<file path="src/rtl/mem_access_ctrl.sv">
// Load/store initiator for a word-indexed data memory with byte access support.
// Byte stores are performed as read-modify-write of the containing word.
module mem_access_ctrl #(
  parameter int MEM_WORDS = 1024,
  parameter int RD_WAIT   = 1
) (
  input  logic        clk,
  input  logic        rst,
  input  logic        req_valid,
  output logic        req_ready,
  input  logic        req_we,
  input  logic        req_byte,
  input  logic [31:0] req_addr,
  input  logic [31:0] req_wdata,
  output logic        resp_valid,
  output logic [31:0] resp_rdata,
  output logic        resp_fault,
  output logic [31:0] mem_A,
  output logic        mem_WE,
  output logic [31:0] mem_WD,
  input  logic [31:0] mem_RD
);

  localparam int CW = (RD_WAIT > 1) ? $clog2(RD_WAIT) : 1;

  typedef enum logic [1:0] {IDLE, READ, WRITE, RESP} state_t;

  state_t      state, state_nxt;
  logic [CW-1:0] cnt, cnt_nxt;
  logic        lat_we, lat_we_nxt;
  logic        lat_byte, lat_byte_nxt;
  logic [1:0]  lat_lane, lat_lane_nxt;
  logic [7:0]  lat_wbyte, lat_wbyte_nxt;
  logic        we_q, we_nxt;
  logic        ready_nxt, rvalid_nxt, fault_nxt;
  logic [31:0] rdata_nxt, addr_nxt, wd_nxt;
  logic        fault_chk;

  function automatic logic [31:0] lane_extract(input logic [31:0] w, input logic [1:0] lane);
    logic [31:0] r;
    r = '0;
    r[7:0] = w[{lane, 3'b000} +: 8];
    return r;
  endfunction

  function automatic logic [31:0] lane_insert(input logic [31:0] w, input logic [1:0] lane,
                                              input logic [7:0] b);
    logic [31:0] r;
    r = w;
    r[{lane, 3'b000} +: 8] = b;
    return r;
  endfunction

  assign fault_chk = (!req_byte && (req_addr[1:0] != 2'b00)) ||
                     ({2'b00, req_addr[31:2]} >= 32'(MEM_WORDS));

  always_comb begin
    state_nxt     = state;
    cnt_nxt       = cnt;
    lat_we_nxt    = lat_we;
    lat_byte_nxt  = lat_byte;
    lat_lane_nxt  = lat_lane;
    lat_wbyte_nxt = lat_wbyte;
    addr_nxt      = mem_A;
    wd_nxt        = mem_WD;
    we_nxt        = 1'b0;
    ready_nxt     = 1'b0;
    rvalid_nxt    = 1'b0;
    fault_nxt     = 1'b0;
    rdata_nxt     = '0;
    case (state)
      IDLE: begin
        if (req_valid && req_ready) begin
          lat_we_nxt    = req_we;
          lat_byte_nxt  = req_byte;
          lat_lane_nxt  = req_addr[1:0];
          lat_wbyte_nxt = req_wdata[7:0];
          addr_nxt      = {2'b00, req_addr[31:2]};
          if (fault_chk) begin
            state_nxt  = RESP;
            rvalid_nxt = 1'b1;
            fault_nxt  = 1'b1;
          end else if (req_we && !req_byte) begin
            state_nxt = WRITE;
            we_nxt    = 1'b1;
            wd_nxt    = req_wdata;
          end else begin
            state_nxt = READ;
            cnt_nxt   = CW'(RD_WAIT - 1);
          end
        end else begin
          ready_nxt = 1'b1;
        end
      end
      READ: begin
        // mem_RD is only trusted after mem_A has been stable for RD_WAIT cycles
        if (cnt == '0) begin
          if (lat_we) begin
            state_nxt = WRITE;
            we_nxt    = 1'b1;
            wd_nxt    = lane_insert(mem_RD, lat_lane, lat_wbyte);
          end else begin
            state_nxt  = RESP;
            rvalid_nxt = 1'b1;
            rdata_nxt  = lat_byte ? lane_extract(mem_RD, lat_lane) : mem_RD;
          end
        end else begin
          cnt_nxt = cnt - 1'b1;
        end
      end
      WRITE: begin
        state_nxt  = RESP;
        rvalid_nxt = 1'b1;
      end
      RESP: begin
        state_nxt = IDLE;
        ready_nxt = 1'b1;
      end
      default: state_nxt = IDLE;
    endcase
  end

  always_ff @(posedge clk) begin
    if (!rst) begin
      state      <= IDLE;
      cnt        <= '0;
      lat_we     <= 1'b0;
      lat_byte   <= 1'b0;
      lat_lane   <= 2'b00;
      lat_wbyte  <= '0;
      we_q       <= 1'b0;
      req_ready  <= 1'b0;
      resp_valid <= 1'b0;
      resp_fault <= 1'b0;
      resp_rdata <= '0;
      mem_A      <= '0;
      mem_WD     <= '0;
    end else begin
      state      <= state_nxt;
      cnt        <= cnt_nxt;
      lat_we     <= lat_we_nxt;
      lat_byte   <= lat_byte_nxt;
      lat_lane   <= lat_lane_nxt;
      lat_wbyte  <= lat_wbyte_nxt;
      we_q       <= we_nxt;
      req_ready  <= ready_nxt;
      resp_valid <= rvalid_nxt;
      resp_fault <= fault_nxt;
      resp_rdata <= rdata_nxt;
      mem_A      <= addr_nxt;
      mem_WD     <= wd_nxt;
    end
  end

  // Gating with rst keeps a reset that lands on a WRITE cycle from committing the write.
  assign mem_WE = we_q & rst;

endmodule

</file>
<file path="config.mk">
export PLATFORM = sky130hd
export DESIGN_NAME = mem_access_ctrl
export DESIGN_NICKNAME = d
export VERILOG_FILES = /design/src/rtl/mem_access_ctrl.sv
export SDC_FILE = /design/constraint.sdc
export NUM_CORES = 1
export LEC_CHECK = 0
export BUFFER_PORTS_ARGS = -buffer_cell sky130_fd_sc_hd__buf_2
export CORE_ASPECT_RATIO = 1.2
export CORE_MARGIN = 2
export CORE_UTILIZATION = 44
export CTS_BUF_LIST = sky130_fd_sc_hd__clkbuf_4 sky130_fd_sc_hd__clkbuf_8
export CTS_CLUSTER_SIZE = 12
export DETAILED_ROUTE_END_ITERATION = 12
export PLACE_DENSITY_LB_ADDON = 0.3
export SETUP_SLACK_MARGIN = 0.4
export SLEW_MARGIN = 20
export SYNTH_ARGS = -nofsm -noshare
export SYNTH_HDL_FRONTEND = slang
export SYNTH_SLANG_ARGS = --single-unit
</file>
<file path="constraint.sdc">
create_clock -name clk -period 6.05 [get_ports clk]
set_input_delay 1.21 -clock clk [delete_from_list [all_inputs] [get_ports clk]]
set_output_delay 1.21 -clock clk [all_outputs]
set_load 0.01 [all_outputs]
</file>
==> impl_metrics.env <==
export IMPL_synth_edf_count=0
export IMPL_start_util=0.450
export IMPL_slew_headroom=0.328
export IMPL_ioPinCount=201
export IMPL_postPlaceCellArea_um2=5860
export IMPL_syn_area_um2=4940
export IMPL_drt_pass1_iterations=5
export IMPL_nNetsFinal=855
export IMPL_critPathMaxFanout=71
export IMPL_numPortBuffers=198
export IMPL_postCtsHoldBufs=0
export IMPL_use_met3=0.0728
export IMPL_finClkSkew_ns=0.0159
export IMPL_fin_ws_ns=2.71
export IMPL_syn2layout_area_growth_pct=22.7
export IMPL_track_usage=0.242
export IMPL_fin_util=0.552
export IMPL_viasPerCell=5.44
export IMPL_synthTopCellsByArea="dfxtp_1, nand2_1, mux2i_1, o221ai_1, a21oi_1"
export IMPL_grt_max_degree=72
export IMPL_grt_pass1_vias=4601
export IMPL_setup_tns_ns=0
export IMPL_cts_sinks=112
export IMPL_cts_buffer_depth=2
export IMPL_top_usage_layer="met2"
export IMPL_die_h_um=120
export IMPL_synthArstFlopShare=0
export IMPL_ant_nets=0
export IMPL_clk_latency_ns=0.39
export IMPL_power_density_nw_per_um2=300
export IMPL_core_area_um2=11000
export IMPL_dpl_worst_slack_ns=2.63
export IMPL_worstMarginPinSlew_ns=1.01
export IMPL_p_total_mw=1.82
export IMPL_max_vdd_ir_drop_mv=0.176
export IMPL_final_area_um2=6060
export IMPL_ys_types=39
export IMPL_ys_seq_area_frac=0.454
export IMPL_avgSynthCellArea_um2=8.50
export IMPL_drv_slew=0
export IMPL_ctsResizeCount=0
export IMPL_path_class="input pin to primary output"
export IMPL_grt_antenna_before_repair=0
export IMPL_status="finished, final reports clean"
export IMPL_critPathRequiredTime_ns=4.84
export IMPL_num_rows=42
export IMPL_cts_buffers_inserted=9
export IMPL_num_antenna_cells=0
export IMPL_clk_pin_slew_ns=0.10
export IMPL_cts_tree="yes"
export IMPL_timing_rr_start="lat_lane[0]"
export IMPL_crit_path_start="rst"
export IMPL_setup_viol=0
export IMPL_min_period_over_period=0.552
export IMPL_worstHoldPathType="register to register"
export IMPL_die_x_um=101
export IMPL_grtUsageMet1=0.280
export IMPL_drcViolationCount=0
export IMPL_synth_common_cells="nand2_1, dfxtp_1, a21oi_1"
export IMPL_cp_start_kind="input pin"
export IMPL_place_hpwl_um=11200
export IMPL_cap_violations=0
export IMPL_synth_largest_area_cell="dfxtp_1"
export IMPL_p_leak_nw=2.88
export IMPL_finalHoldViolations=0
export IMPL_rsz0062_at_grt="no"
export IMPL_synthesis_instances=581
export IMPL_worstPathArrival_ns=2.13
export IMPL_grt_pass1_wl_um=22600
export IMPL_routed_wl_um=14700
export IMPL_drt_iter0_drc=235
export IMPL_clock_fmax_mhz=300
export IMPL_synth_top_cell_area_share=0.454
export IMPL_yosysMostFrequentCell="nand2_1"
export IMPL_min_from="mem_A[3]"
export IMPL_gp_congestion=0.872
export IMPL_postCtsSetupBuffers=0
export IMPL_finalCriticalPeriod_ns=3.34
export IMPL_wl_per_cell_um=16.7
export IMPL_cp_end_kind="primary output"
export IMPL_die_area_um2=12100
export IMPL_htreeDepth=3
export IMPL_num_vias=4800
export IMPL_grt_overflow=0
export IMPL_yosysWarnings=0
export IMPL_synth_flop_cell="dfxtp_1"
export IMPL_use_met2=0.408
export IMPL_drive_above_1_share=0.299
export IMPL_cts_root_buf="clkbuf_8"
export IMPL_ys_ff_latch=112
[flip-flops by register name (all words and copies together), names as in the netlist]
name        cells
we_q            1
lat_wbyte       8
state           2
mem_WD         32
lat_we          1
resp_valid      1
resp_rdata     32
mem_A          30
lat_byte        1
resp_fault      1
req_ready       1
lat_lane        2
[area by class of cell]
| type | instances | area, um^2 |
|---|---|---|
| clock buffer | 11 | 145 |
| clock inverter | 5 | 40.0 |
| fill | 1029 | 4920 |
| inverter | 46 | 173 |
| multi-input combinational | 375 | 2280 |
| sequential | 112 | 2240 |
| tap | 132 | 165 |
| timing repair buffer | 201 | 1010 |
[cell families after synthesis]
logic type               share of synthesized area
AO/OA/AOI/OAI                                0.201
adder cells (fa/ha/maj)                     0.0228
buffers and inverters                       0.0882
flip-flops                                   0.454
multiplexers                                0.0669
other                                     0.000760
AND/OR/NAND/NOR                              0.166
[placed cells by master (no fill, tap or decap), types with 2 or more instances in the layout]
cell,n
nand2_1,128
o221ai_1,32
ha_1,8
nand3b_1,2
o21ai_1,9
inv_2,2
o211ai_1,31
buf_4,3
and2_1,25
nand3_1,3
a21oi_1,52
nand4bb_1,3
nor4_1,3
nor3_1,2
inv_1,44
and3_1,2
mux2i_1,33
clkinvlp_4,2
nand4b_1,2
clkbuf_8,10
o21ai_0,11
o22ai_1,8
or4_1,3
dfxtp_1,112
buf_2,198
conb_1,2
nor2_1,3
[per-layer routing]
metal	part of all wire	vias up
met5	0	-
met4	0.032	0
met3	0.086	31
met2	0.49	229
met1	0.39	2216
li1	-	2324
[worst max-delay path, stage by stage]
cell    delay [ns]
buf_2         0.07
buf_4         0.50
and2_1        0.21
buf_2         0.12
[worst paths after layout]
kind                            depth (start not counted)          to  slack [ns]
worst max register to register                          6  mem_WD[28]        3.32
worst max-delay path                                    4      mem_WE        2.71
worst min register to register                          2    mem_A[3]        0.46
worst min-delay path                                    2    mem_A[3]        0.46
[report_power, final]
group	internal [mW]	switching, mW
clock	0.170	0.261
sequential	0.807	0.0410
combinational	0.202	0.334
total	1.18	0.636
[per-stage QoR]
stage	cells	hold slack [ns]
3_3_place_gp	866	0.439
5_1_grt	882	0.477
6_report	882	0.458
4_1_cts	882	0.459
2_1_floorplan	582	0.436
3_5_place_dp	866	0.443
Power figures use the tool's default switching activity.
